File: src/rtl/shift_pipe.sv
// ---------------------------------------------------------------------------
// shift_pipe
//
// Pipelined multi-mode barrel shifter for the execute datapath. One register
// stage per shift-amount bit: stage k conditionally shifts by 2^k, so an
// operation takes SHAMT_WIDTH cycles from accept to out_valid when the
// consumer is not stalling. A sideband tag travels with every operation.
//
// Modes (in_mode):
//   000 SLL   logical left, zero fill
//   001 SRL   logical right, zero fill
//   010 SRA   arithmetic right, sign fill
//   011 ROL   rotate left
//   100 ROR   rotate right
//   101..111  pass-through, data unchanged
//
// Handshake (valid/ready):
//   A transfer happens on a rising edge where valid & ready are both high.
//   The producer side may change in_* freely while in_ready is low; nothing
//   is captured then. The consumer side holds out_* stable while
//   out_valid & ~out_ready. The stall is global: every stage holds together,
//   bubbles included, and in_ready = ~stall is purely combinational.
//
// Ports:
//   clk        system clock, rising edge
//   rst        synchronous active-high reset, highest priority
//   in_valid   operation presented on in_*
//   in_ready   shifter accepts an operation this cycle
//   in_data    operand (OPERAND_WIDTH)
//   in_shamt   unsigned shift amount (SHAMT_WIDTH), implicitly mod width
//   in_mode    operation select (3 bits)
//   in_tag     opaque sideband tag (TAG_WIDTH)
//   out_valid  result valid on out_*
//   out_ready  consumer takes the result this cycle
//   out_data   shifted result
//   out_tag    tag of the result
//   out_zero   registered "result is all zeros" flag
//
// OPERAND_WIDTH must be a power of two (>= 4) and SHAMT_WIDTH its log2.
// ---------------------------------------------------------------------------
module shift_pipe #(
    parameter int OPERAND_WIDTH = 16,
    parameter int SHAMT_WIDTH   = 4,
    parameter int TAG_WIDTH     = 4
) (
    input  logic                     clk,
    input  logic                     rst,
    input  logic                     in_valid,
    output logic                     in_ready,
    input  logic [OPERAND_WIDTH-1:0] in_data,
    input  logic [SHAMT_WIDTH-1:0]   in_shamt,
    input  logic [2:0]               in_mode,
    input  logic [TAG_WIDTH-1:0]     in_tag,
    output logic                     out_valid,
    input  logic                     out_ready,
    output logic [OPERAND_WIDTH-1:0] out_data,
    output logic [TAG_WIDTH-1:0]     out_tag,
    output logic                     out_zero
);

    localparam logic [2:0] MODE_SLL = 3'b000;
    localparam logic [2:0] MODE_SRL = 3'b001;
    localparam logic [2:0] MODE_SRA = 3'b010;
    localparam logic [2:0] MODE_ROL = 3'b011;
    localparam logic [2:0] MODE_ROR = 3'b100;

    localparam int NS = SHAMT_WIDTH;

    // -----------------------------------------------------------------------
    // Stage registers
    // -----------------------------------------------------------------------
    logic [NS-1:0]            valid_q, valid_d;
    logic [OPERAND_WIDTH-1:0] data_q  [NS];
    logic [OPERAND_WIDTH-1:0] data_d  [NS];
    logic [2:0]               mode_q  [NS];
    logic [2:0]               mode_d  [NS];
    // Remaining shift-amount bits, right-aligned: each stage consumes bit 0
    // of its source and stores the rest shifted down by one.
    logic [SHAMT_WIDTH-1:0]   shamt_q [NS];
    logic [SHAMT_WIDTH-1:0]   shamt_d [NS];
    logic [TAG_WIDTH-1:0]     tag_q   [NS];
    logic [TAG_WIDTH-1:0]     tag_d   [NS];
    // Zero flag lives alongside the last stage only.
    logic                     zero_q, zero_d;

    // -----------------------------------------------------------------------
    // Stage sources: in_* for S0, previous stage register otherwise
    // -----------------------------------------------------------------------
    logic [NS-1:0]            src_valid;
    logic [OPERAND_WIDTH-1:0] src_data  [NS];
    logic [2:0]               src_mode  [NS];
    logic [SHAMT_WIDTH-1:0]   src_shamt [NS];
    logic [TAG_WIDTH-1:0]     src_tag   [NS];

    logic stall;
    logic accept;

    // One fixed-distance shift step. n is always a power of two no larger
    // than OPERAND_WIDTH/2, so the rotate complement shifts stay in range.
    function automatic logic [OPERAND_WIDTH-1:0] shift_step(
        input logic [OPERAND_WIDTH-1:0] d,
        input logic [2:0]               mode,
        input int unsigned              n
    );
        logic [OPERAND_WIDTH-1:0] ones;
        logic [OPERAND_WIDTH-1:0] fill;
        logic [OPERAND_WIDTH-1:0] r;
        ones = '1;
        // Sign bit sampled from this stage's input, replicated.
        fill = {OPERAND_WIDTH{d[OPERAND_WIDTH-1]}};
        case (mode)
            MODE_SLL: r = d << n;
            MODE_SRL: r = d >> n;
            MODE_SRA: r = (d >> n) | (fill & ~(ones >> n));
            MODE_ROL: r = (d << n) | (d >> (OPERAND_WIDTH - n));
            MODE_ROR: r = (d >> n) | (d << (OPERAND_WIDTH - n));
            default:  r = d;
        endcase
        return r;
    endfunction

    // -----------------------------------------------------------------------
    // Handshake
    // -----------------------------------------------------------------------
    always_comb begin
        stall  = valid_q[NS-1] & ~out_ready;
        accept = in_valid & ~stall;
    end

    assign in_ready = ~stall;

    // -----------------------------------------------------------------------
    // Source selection
    // -----------------------------------------------------------------------
    always_comb begin
        src_valid    = '0;
        src_valid[0] = accept;
        src_data[0]  = in_data;
        src_mode[0]  = in_mode;
        src_shamt[0] = in_shamt;
        src_tag[0]   = in_tag;
        for (int k = 1; k < NS; k++) begin
            src_valid[k] = valid_q[k-1];
            src_data[k]  = data_q[k-1];
            src_mode[k]  = mode_q[k-1];
            src_shamt[k] = shamt_q[k-1];
            src_tag[k]   = tag_q[k-1];
        end
    end

    // -----------------------------------------------------------------------
    // Next-state: advance everything, or hold everything on a stall
    // -----------------------------------------------------------------------
    always_comb begin
        valid_d = valid_q;
        data_d  = data_q;
        mode_d  = mode_q;
        shamt_d = shamt_q;
        tag_d   = tag_q;
        zero_d  = zero_q;
        if (!stall) begin
            for (int k = 0; k < NS; k++) begin
                valid_d[k] = src_valid[k];
                data_d[k]  = src_shamt[k][0]
                           ? shift_step(src_data[k], src_mode[k], 32'(1) << k)
                           : src_data[k];
                mode_d[k]  = src_mode[k];
                shamt_d[k] = src_shamt[k] >> 1;
                tag_d[k]   = src_tag[k];
            end
            // Flag is computed from the value being loaded into the last
            // stage, so it is registered together with out_data.
            zero_d = (data_d[NS-1] == '0);
        end
    end

    // -----------------------------------------------------------------------
    // State registers
    // -----------------------------------------------------------------------
    always_ff @(posedge clk) begin
        if (rst) begin
            valid_q <= '0;
            zero_q  <= 1'b0;
            for (int k = 0; k < NS; k++) begin
                data_q[k]  <= '0;
                mode_q[k]  <= '0;
                shamt_q[k] <= '0;
                tag_q[k]   <= '0;
            end
        end else begin
            valid_q <= valid_d;
            zero_q  <= zero_d;
            for (int k = 0; k < NS; k++) begin
                data_q[k]  <= data_d[k];
                mode_q[k]  <= mode_d[k];
                shamt_q[k] <= shamt_d[k];
                tag_q[k]   <= tag_d[k];
            end
        end
    end

    // -----------------------------------------------------------------------
    // Outputs
    // -----------------------------------------------------------------------
    assign out_valid = valid_q[NS-1];
    assign out_data  = data_q[NS-1];
    assign out_tag   = tag_q[NS-1];
    assign out_zero  = zero_q;

    // The last stage keeps mode and (now empty) remaining shamt for
    // uniformity with the other stages; nothing downstream reads them.
    logic unused_last_stage;
    assign unused_last_stage = ^{mode_q[NS-1], shamt_q[NS-1]};

endmodule

File: config.mk
export PLATFORM = sky130hd
export DESIGN_NAME = shift_pipe
export DESIGN_NICKNAME = d
export VERILOG_FILES = /design/src/rtl/shift_pipe.sv
export SDC_FILE = /design/constraint.sdc
export NUM_CORES = 1
export LEC_CHECK = 0
export CORE_MARGIN = 2
export CORE_UTILIZATION = 35
export DETAILED_ROUTE_END_ITERATION = 10
export DONT_BUFFER_PORTS = 1
export SLEW_MARGIN = 10
export SYNTH_ARGS = -nofsm -noshare
export SYNTH_HDL_FRONTEND = slang
export SYNTH_SLANG_ARGS = --single-unit
File: constraint.sdc
create_clock -name clk -period 5 [get_ports clk]
set_clock_uncertainty 0.15 [all_clocks]
set_input_delay 1 -clock clk [delete_from_list [all_inputs] [get_ports clk]]
set_output_delay 1 -clock clk [all_outputs]
set_load 0.02 [all_outputs]
Word-level counts from Yosys, hierarchy flattened

Cells that the tools add are included.

Logic and storage cells: 62
Register bits after elaboration: 100
Output and inout port bits: 23

Bitwise gates (word level): 15
Multiplexer cells: 9
Reductions and logical operators: 6
Equality and inequality tests: 16

Operator list:

| kind               | number |
|---|---|
| $pmux 16 s5        | 3 |
| $mux 16            | 5 |
| $pmux 16 s4        | 1 |
| $or 12x16->16      | 2 |
| $or 14x16->16      | 2 |
| $or 15x16->16      | 2 |
| $or 8x16->16       | 2 |
| $eq 3x2->1 const B | 8 |
| $logic_not 16->1   | 1 |
| $or 16x1->16       | 1 |
| $or 16x2->16       | 1 |
| $or 16x4->16       | 1 |
| $eq 3x1->1 const B | 4 |
| $eq 3x3->1 const B | 4 |
| $logic_not 3->1    | 4 |
| $and 1x1->1        | 2 |
| $not 1->1          | 2 |
| $reduce_or 2->1    | 1 |

Depth between registers and ports, before layout

Gate-level depths: netlist of run 1.

Depth after elaboration: 6
Mapped depth: 7
Gate-level depth less buffers: 6

Worst setup path after synthesis of run 1

No wires, ideal clock.

Kind: input to output
Start point: input out_ready
End point: output in_ready
Required time: 3850 ps
Stages on the path: 5
Path slack: 1872 ps
Buffers on the path: 3
Data arrival time: 1978 ps
Cell sequence: nor2b_1 clkbuf_1 inv_1 clkbuf_1 clkbuf_1

Cells in the longest elaborated chain, start to end: 3

Ends and longest elaborated chain:

| element            | RTL line | source |
|---|---|---|
| start: declaration | 55       | `input logic out_ready,` |
| $not 1->1          | 126      | `stall = valid_q[NS-1] & ~out_ready;` |
| $and 1x1->1        | 126      |  |
| $not 1->1          | 130      | `assign in_ready = ~stall;` |
| end: declaration   | 49       | `output logic in_ready,` |

No other way between the ends.

Final worst setup path of run 1

Start point: input out_ready
End point: register data_q[57] in the netlist's numbering

Cells in the longest elaborated chain, start to end: 2

Ends and longest elaborated chain:

| element                        | RTL line | source |
|---|---|---|
| $not 1->1                      | 126      |  |
| $and 1x1->1                    | 126      |  |
| end signal: indexed assignment | 194      | `data_q[k] <= data_d[k];` |
| end: declaration               | 73       | `logic [OPERAND_WIDTH-1:0] data_q [NS];` |

No other way between the ends.
A chain may end at the register's enable or synchronous reset.

==> results of run 1 <==
-- where the power goes --
part           total (W)  switching, W  internal [W]
combinational   0.000241      0.000122      0.000119
sequential      0.000926     0.0000790      0.000847
clock           0.000721      0.000303      0.000418
-- final cells by class --
cell class	instances	area, um^2	share of cell area
clock buffer	12	256	0.0461
timing repair buffer	2	15.0	0.00270
multi-input combinational	497	2960	0.532
tap	188	235	0.0423
clock inverter	4	55.1	0.00990
inverter	10	37.5	0.00675
sequential	100	2000	0.360
-- sequential cells by signal, summed over array words and instances (netlist names) --
register	cells
shamt_q	6
mode_q	9
out_tag	4
valid_q	4
src_tag	12
out_zero	1
data_q	48
out_data	16
-- worst max-delay path by stage --
stage                   start         end  slack (ns)  cells after the start
CTS                 out_ready  data_q[54]        2.40                      6
floorplan           out_ready    in_ready        1.87                      5
detailed placement  out_ready  data_q[54]        2.04                      6
global placement    out_ready  data_q[55]        2.17                      6
finish              out_ready  data_q[57]        2.36                      6
global route        out_ready  data_q[57]        2.20                      6
-- per-layer routing --
layer	vias up	GRT usage	wire, um	share of wire
li1	2329	-	-	-
met3	12	0.0335	731	0.051
met2	143	0.283	6710	0.47
met5	-	0	0	0
met4	0	0.0543	175	0.012
met1	2375	0.244	6600	0.46
-- cell families (layout without fill, tap and decap cells) --
kind of cell | after synthesis | count (layout)
compound gates | 245 | 245
simple gates | 209 | 209
flops | 100 | 100
buf+inv | 82 | 28
mux | 40 | 40
xor+xnor | 3 | 3
-- placed cells by master, fill, tap and decap left out, types with 3 or more instances in the layout --
cell type	n
nor2_1	50
o21ai_0	38
mux2_2	27
o21a_1	3
dfxtp_1	100
nand2_1	99
mux2i_1	13
nor3_1	26
a31o_2	21
nor2b_1	4
nand3_1	9
o22ai_1	35
clkbuf_16	9
inv_1	8
a22o_1	6
a311oi_1	11
a32o_1	6
and2_1	5
a21oi_1	96
nor4_1	3
o221ai_1	6
-- Yosys cell counts (2+ instances only) --
| cell type | instances | area, um^2 |
|---|---|---|
| a211o_1 | 2 | 17.5 |
| a211oi_1 | 2 | 15.0 |
| a21boi_2 | 2 | 22.5 |
| a21oi_1 | 96 | 480 |
| a221oi_1 | 2 | 17.5 |
| a22o_1 | 6 | 52.6 |
| a22oi_1 | 2 | 15.0 |
| a2bb2oi_1 | 2 | 17.5 |
| a311oi_1 | 11 | 96.3 |
| a31o_2 | 21 | 184 |
| a32o_1 | 6 | 60.1 |
| and2_1 | 5 | 31.3 |
| and3_1 | 2 | 12.5 |
| buf_1 | 2 | 7.51 |
| buf_2 | 8 | 40.0 |
| buf_4 | 18 | 135 |
| clkbuf_1 | 44 | 165 |
| dfxtp_1 | 100 | 2000 |
| inv_1 | 9 | 33.8 |
| mux2_2 | 27 | 304 |
| mux2i_1 | 13 | 130 |
| nand2_1 | 99 | 372 |
| nand3_1 | 9 | 45.0 |
| nor2_1 | 51 | 191 |
| nor2b_1 | 5 | 31.3 |
| nor3_1 | 26 | 130 |
| nor4_1 | 3 | 18.8 |
| o21a_1 | 3 | 22.5 |
| o21ai_0 | 38 | 190 |
| o221ai_1 | 6 | 52.6 |
| o22a_1 | 2 | 17.5 |
| o22ai_1 | 35 | 219 |
| o32ai_1 | 2 | 17.5 |
| or2_2 | 2 | 12.5 |
-- through the flow --
stage | total power [W] | area (um^2)
after detailed placement | 0.00118 | 5250
final | 0.00189 | 5560
after global routing | 0.00197 | 5560
after CTS | 0.00190 | 5560
after floorplan | 0.00114 | 5340
after global placement | 0.00117 | 5250
-- critical path: stages --
cell and delay (ns):
nor2b_4 0.03, inv_2 0.28, buf_4 0.59, nand2_1 0.44
o22ai_1 0.26, nor3_1 0.07
==> results.sh, run 1 <==
export IMPL_outcome="finished clean"
export IMPL_synth_simple_area_share=0.167
export IMPL_setup_viol=0
export IMPL_min_from="src_tag[7]"
export IMPL_synth_edff_count=0
export IMPL_worstRegToRegCells=5
export IMPL_synthMuxAreaShare=0.0814
export IMPL_hp_class="register to register"
export IMPL_hold_buffers=0
export IMPL_io_buffers=0
export IMPL_max_freq_ghz=0.379
export IMPL_fin_crit_sh=0.527
export IMPL_min_period_ns=2.64
export IMPL_r2r_start="mode_q[9]"
export IMPL_gp_congestion=0.902
export IMPL_die_area_um2=16200
export IMPL_finalHoldViolations=0
export IMPL_fillers=1512
export IMPL_grt_pass1_wl_um=23600
export IMPL_area_growth_syn_to_layout_pct=4.20
export IMPL_dp_hpwl_um=9490
export IMPL_finalNetCount=651
export IMPL_rsz0062_at_grt="false"
export IMPL_p_per_area_nw_per_um2=340
export IMPL_instances_no_fill=813
export IMPL_holdWs_ns=0.299
export IMPL_insertion_delay_ns=0.35
export IMPL_critPathArrivalTime_ns=2.73
export IMPL_dp_slack_ns=2.04
export IMPL_holdPathStages=2
export IMPL_cts_buffers=9
export IMPL_antenna_found_initial=0
export IMPL_drtIter0Drc=391
export IMPL_core_um2=15000
export IMPL_cts_tree="yes"
export IMPL_cts_buffer_depth=2
export IMPL_rrSetupSlack_ns=2.38
export IMPL_via_per_inst=5.98
export IMPL_synth_area_um2=5340
export IMPL_fin_util=0.370
export IMPL_syn_nets=710
export IMPL_synth_top_family_by_area="compound AO/OA/AOI/OAI gates"
export IMPL_crit_type="input port to register"
export IMPL_cts_setup_buffers=0
export IMPL_async_reset_ff_frac=0
export IMPL_grt_pass1_vias=4610
export IMPL_holdPathEnd="src_tag[3]"
export IMPL_wirelength_um=14200
export IMPL_ys_ff_latch=100
export IMPL_cts_sinks=100
export IMPL_slew_headroom=0.196
export IMPL_grt_max_degree=87
export IMPL_num_io_pins=54
export IMPL_wl_per_cell_um=17.5
export IMPL_yosys_warnings=0
export IMPL_cts_max_level=3
export IMPL_tightest_slew_ns=1.20
export IMPL_yosysUniqueCellTypes=52
export IMPL_synth_adder_area_share=0
export IMPL_cts_root_buf="clkbuf_16"
export IMPL_grt_use_total=0.178
export IMPL_cp_data_required_time_ns=5.09
export IMPL_syn_inst=679
export IMPL_dp_cells=797
export IMPL_rows=45
export IMPL_die_height_um=127
export IMPL_ys_flop_type="dfxtp_1"
export IMPL_drc=0
export IMPL_synth_compound_area_frac=0.294
export IMPL_tns_ns=0
export IMPL_fp_dieW_um=127
export IMPL_worst_slack_ns=2.36
export IMPL_vdd_drop_max_v=0.000154
export IMPL_ant_nets=0
export IMPL_drv_cap=0
export IMPL_r2r_end="data_q[35]"
export IMPL_gr_total_overflow=0
export IMPL_drtPass1Iterations=5
export IMPL_start_util=0.355
export IMPL_synth_avg_cell_area_um2=7.86
export IMPL_cts_resized=0
export IMPL_power_leakage_nw=2.01
export IMPL_crit_fanout=60
export IMPL_start_kind="input port"
export IMPL_slew_viol_final=0
export IMPL_n_antenna_cell=0
export IMPL_end_kind="register"
export IMPL_ys_seq_area_frac=0.375
export IMPL_clkTransAtPathRegs_ns=0.07
export IMPL_vias=4859
export IMPL_synth_xor_area_frac=0.00985
export IMPL_final_layout_size_suffix_gt1_frac=0.125
Power figures use the tool's default switching activity.
==> inputs of run 2 (changes only) <==
==> constraint.sdc (replaced) <==
create_clock -name clk -period 2.33 [get_ports clk]
set_clock_uncertainty 0.15 [all_clocks]
set_input_delay 0.466 -clock clk [delete_from_list [all_inputs] [get_ports clk]]
set_output_delay 0.466 -clock clk [all_outputs]
set_load 0.02 [all_outputs]
==> run 2 against run 1 <==
Effect of this change:
- via count down 0.93%
- first-iteration DRC count fell by 16%
- register-to-register slack got worse by 2.1 ns
- count of clock-buffer cells in the layout shrank 1
- core utilization rose by 0.76 points
- critical path type is now register to register
- critical endpoint is now data_q[25]
- highest routed layer unchanged
==> results.sh, run 2 (synthesized netlist as in run 1, its figures left out) <==
export IMPL_outcome="finished clean"
export IMPL_final_layout_size_suffix_gt1_frac=0.141
export IMPL_fin_crit_sh=0.887
export IMPL_crit_fanout=9
export IMPL_cts_setup_buffers=0
export IMPL_p_int_w=0.00309
export IMPL_clkPwrFrac=0.394
export IMPL_vdd_drop_max_v=0.000429
export IMPL_p_comb_frac=0.131
export IMPL_p_sw_w=0.00106
export IMPL_finalHoldViolations=0
export IMPL_wirelength_um=13900
export IMPL_end_kind="register"
export IMPL_cts_buffers=9
export IMPL_seq_power_share=0.475
export IMPL_gr_total_overflow=0
export IMPL_insertion_delay_ns=0.34
export IMPL_vias=4814
export IMPL_drtIter0Drc=328
export IMPL_layout_commonest_cell="dfxtp_1"
export IMPL_critPathArrivalTime_ns=2.16
export IMPL_grt_pass1_wl_um=23400
export IMPL_grt_pass1_vias=4606
export IMPL_cts_root_buf="clkbuf_16"
export IMPL_num_io_pins=54
export IMPL_instances_no_fill=825
export IMPL_cts_buffer_depth=2
export IMPL_largest_register="data_q"
export IMPL_cts_resized=0
export IMPL_gp_congestion=0.877
export IMPL_tightest_slew_ns=0.695
export IMPL_finalNetCount=664
export IMPL_n_antenna_cell=0
export IMPL_die_area_um2=16200
export IMPL_grt_max_degree=76
export IMPL_rows=45
export IMPL_via_per_inst=5.84
export IMPL_ant_nets=0
export IMPL_dp_slack_ns=0.287
export IMPL_drc=0
export IMPL_drtPass1Iterations=4
export IMPL_switching_share=0.256
export IMPL_max_freq_ghz=0.484
export IMPL_cts_max_level=3
export IMPL_hp_class="input port to register"
export IMPL_dp_hpwl_um=9640
export IMPL_setup_viol=0
export IMPL_cts_sinks=100
export IMPL_rsz0062_at_grt="false"
export IMPL_drv_cap=0
export IMPL_tns_ns=0
export IMPL_hold_buffers=0
export IMPL_crit_type="register to register"
export IMPL_min_period_ns=2.07
export IMPL_cts_tree="yes"
export IMPL_worst_slack_ns=0.264
export IMPL_fp_dieW_um=127
export IMPL_fillers=1536
export IMPL_clkTransAtPathRegs_ns=0.07
export IMPL_antenna_found_initial=0
export IMPL_most_common_layout_cells="dfxtp_1 (100), nand2_1 (99), a21oi_1 (96), nor2_1 (51), o21ai_0 (38)"
export IMPL_cp_data_required_time_ns=2.42
export IMPL_total_power_w=0.00415
export IMPL_wl_per_cell_um=16.8
export IMPL_slew_headroom=0.534
export IMPL_area_growth_syn_to_layout_pct=6.33
export IMPL_start_util=0.355
export IMPL_power_leakage_nw=2.09
export IMPL_io_buffers=0
export IMPL_grt_use_total=0.176
export IMPL_slew_viol_final=0
export IMPL_die_height_um=127
export IMPL_dp_cells=810
export IMPL_start_kind="register"
export IMPL_largest_reg_flops=48
export IMPL_core_um2=15000
export IMPL_p_per_area_nw_per_um2=732
run 2: cell count changes in the layout (fill, tap and decap cells not counted):
cell / change
nor2_2: -1
buf_4: +13
bufinv_16: +1
clkbuf_1: -1
clkinv_4: -1
nor2_1: +1
inv_6: +1
clkinvlp_4: -1
run 2: worst max-delay path, cell delays in order, from the launching register on:
cell and delay, ns:
dfxtp_1 0.49, xor2_2 0.48, mux2_2 0.39, o22ai_1 0.15
a21oi_1 0.09, a31o_2 0.21
run 2: final timing paths:
kind	start	end	slack [ns]	depth (start not counted)
worst min-delay path	rst	data_q[62]	0.04	1
worst max register to register	mode_q[6]	data_q[25]	0.26	5
worst max-delay path	mode_q[6]	data_q[25]	0.26	5
worst min register to register	valid_q[1]	valid_q[1]	0.29	2
run 2: routing by layer:
metal | vias up | GRT usage | wire, um
met5 | - | 0 | 0
met4 | 0 | 0.0692 | 212
met3 | 14 | 0.0285 | 544
met2 | 124 | 0.278 | 6480
met1 | 2315 | 0.241 | 6650
li1 | 2361 | - | -
run 2: cell type report:
cell class                      instances  area, um^2  share of cell area
Clock buffer                           11         253              0.0446
Timing Repair Buffer                   15         113              0.0199
Inverter                               10        37.5             0.00662
Multi-Input combinational cell        497        2960               0.521
Tap cell                              188         235              0.0415
Clock inverter                          4        77.6              0.0137
Sequential cell                       100        2000               0.353
run 2: power groups by stage:
stage	logic [W]	clock network [W]	registers, W
after CTS	0.000542	0.00168	0.00197
after floorplan	0.000520	0	0.00193
after detailed placement	0.000540	0	0.00201
final	0.000546	0.00163	0.00197
after global routing	0.000614	0.00174	0.00198
after global placement	0.000528	0	0.00200
run 2: stage by stage:
stage	utilization	hold WS [ns]	area [um^2]
floorplan	-	0.282	5340
global placement	0.355	0.283	5340
detailed placement	0.355	0.289	5340
CTS	0.377	0.0253	5670
global route	0.377	0.0367	5670
finish	0.377	0.0436	5670
==> inputs of run 3 (changes only) <==
--- a/config.mk
+++ b/config.mk
@@ -9,6 +9,7 @@
 export CORE_UTILIZATION = 35
 export DETAILED_ROUTE_END_ITERATION = 10
 export DONT_BUFFER_PORTS = 1
+export PLACE_DENSITY = 0.57
 export SLEW_MARGIN = 10
 export SYNTH_ARGS = -nofsm -noshare
 export SYNTH_HDL_FRONTEND = slang
==> run 3 against run 2 <==
Effect of this change:
- setup slack got worse by 0.052 ns
- die area unchanged
- combinational power is 0.9% lower
- sequential power hardly changed
- fmax decreased by 2.5%
- register-to-register slack about the same
- worst hold slack better by 0.0041 ns
- critical path type is now register to output pin
- critical endpoint is now in_ready
- largest power group unchanged
==> results.sh, run 3 (synthesized netlist as in run 1, its figures left out) <==
export IMPL_wl_met2_um=6220
export IMPL_end_kind="output pin"
export IMPL_seq_power_share=0.474
export IMPL_cts_root_buf="clkbuf_16"
export IMPL_most_common_layout_cells="dfxtp_1 (100), nand2_1 (99), a21oi_1 (96), nor2_1 (51), o21ai_0 (38)"
export IMPL_rsz0062_at_grt="false"
export IMPL_m1WireLength_um=6400
export IMPL_switching_share=0.262
export IMPL_p_sw_w=0.00109
export IMPL_grt_pass1_vias=4490
export IMPL_dp_hpwl_um=9490
export IMPL_start_util=0.355
export IMPL_via_per_inst=5.89
export IMPL_die_area_um2=16200
export IMPL_drv_cap=0
export IMPL_drtPass1Iterations=5
export IMPL_cp_top_family="flip-flops"
export IMPL_drc=0
export IMPL_fillers=1513
export IMPL_num_io_pins=54
export IMPL_max_freq_ghz=0.472
export IMPL_cts_setup_buffers=0
export IMPL_p_int_w=0.00307
export IMPL_cts_buffers=9
export IMPL_wl_met3_um=711
export IMPL_setup_viol=0
export IMPL_worst_slack_ns=0.211
export IMPL_wl_per_cell_um=16.5
export IMPL_slew_headroom=0.553
export IMPL_tightest_slew_ns=0.667
export IMPL_insertion_delay_ns=0.35
export IMPL_ant_nets=0
export IMPL_wirelength_um=13600
export IMPL_p_comb_frac=0.130
export IMPL_cts_tree="yes"
export IMPL_core_um2=15000
export IMPL_rows=45
export IMPL_crit_type="register to output pin"
export IMPL_clkPwrFrac=0.396
export IMPL_dp_slack_ns=0.307
export IMPL_io_buffers=0
export IMPL_largest_reg_flops=48
export IMPL_critPathArrivalTime_ns=1.50
export IMPL_outcome="finished clean"
export IMPL_min_period_ns=2.12
export IMPL_grt_max_degree=76
export IMPL_vdd_drop_max_v=0.000401
export IMPL_die_height_um=127
export IMPL_power_leakage_nw=2.08
export IMPL_slew_viol_final=0
export IMPL_finalNetCount=663
export IMPL_fin_crit_sh=0.909
export IMPL_cpPeakStageDelay_ns=0.46
export IMPL_antenna_found_initial=0
export IMPL_final_layout_size_suffix_gt1_frac=0.141
export IMPL_layout_commonest_cell="dfxtp_1"
export IMPL_fp_dieW_um=127
export IMPL_crit_fanout=30
export IMPL_worst_path_buf_inv=2
export IMPL_cts_resized=0
export IMPL_hp_class="input port to register"
export IMPL_slowest_stage="dfxtp_1"
export IMPL_cts_sinks=100
export IMPL_start_kind="register"
export IMPL_cts_buffer_depth=2
export IMPL_drtIter0Drc=391
export IMPL_tns_ns=0
export IMPL_hold_buffers=0
export IMPL_grt_use_total=0.170
export IMPL_area_growth_syn_to_layout_pct=6.26
export IMPL_cts_max_level=3
export IMPL_finalHoldViolations=0
export IMPL_clkTransAtPathRegs_ns=0.07
export IMPL_grt_pass1_wl_um=22700
export IMPL_n_antenna_cell=0
export IMPL_vias=4859
export IMPL_path_cells="nor2b_4, inv_2, buf_4"
export IMPL_gp_congestion=0.883
export IMPL_fin_util=0.377
export IMPL_largest_register="data_q"
export IMPL_p_per_area_nw_per_um2=733
export IMPL_cp_data_required_time_ns=1.71
export IMPL_gr_total_overflow=0
export IMPL_top_layer="met4"
-- run 3: cell count changes in the layout (fill, tap and decap cells not counted) --
| cell | change |
|---|---|
| clkbuf_8 | -1 |
| clkinv_2 | +1 |
| buf_4 | -1 |
| inv_6 | -2 |
| inv_8 | +2 |
| clkinvlp_4 | +1 |
-- run 3: routing by layer --
layer	global-route usage	vias to the layer above
met3	0.0318	24
met4	0.0672	0
li1	-	2364
met1	0.235	2321
met5	0	-
met2	0.261	150
-- run 3: area by class of cell --
cell class / count / area (um^2) / area share
Clock buffer: 10 / 239 / 0.0422
Clock inverter: 6 / 95.1 / 0.0168
Inverter: 10 / 37.5 / 0.00662
Multi-Input combinational cell: 497 / 2960 / 0.521
Sequential cell: 100 / 2000 / 0.353
Tap cell: 188 / 235 / 0.0415
Timing Repair Buffer: 14 / 105 / 0.0185
-- run 3: worst paths after layout --
check / from / to / slack [ns] / cells past startpoint
setup / recovery: valid_q[3] / in_ready / 0.21 / 3
hold / removal: rst / data_q[61] / 0.05 / 1
setup reg to reg: mode_q[6] / data_q[31] / 0.26 / 4
hold reg to reg: src_tag[7] / src_tag[7] / 0.30 / 2
-- run 3: worst reg2reg max path: cells and delay by family, from the launching register on --
family	cells	cell delay (ns)
AND/OR/NAND/NOR	1	0.39
flip-flops	1	0.39
AO/OA/AOI/OAI	3	1.08
-- run 3: power groups by stage --
stage          clock network [W]  registers (W)  logic (W)
5_1_grt                  0.00175        0.00198   0.000599
6_report                 0.00164        0.00197   0.000541
3_5_place_dp                   0        0.00200   0.000537
3_3_place_gp                   0        0.00200   0.000523
4_1_cts                  0.00168        0.00197   0.000539
2_1_floorplan                  0        0.00193   0.000520
-- run 3: per-stage QoR --
step,instance area (um^2),total power [W],std cells,hold WS [ns]
floorplan,5340,0.00245,679,0.282
global placement,5340,0.00253,809,0.284
detailed placement,5340,0.00254,809,0.289
CTS,5670,0.00418,825,0.0254
global route,5670,0.00434,825,0.0308
finish,5670,0.00415,825,0.0477
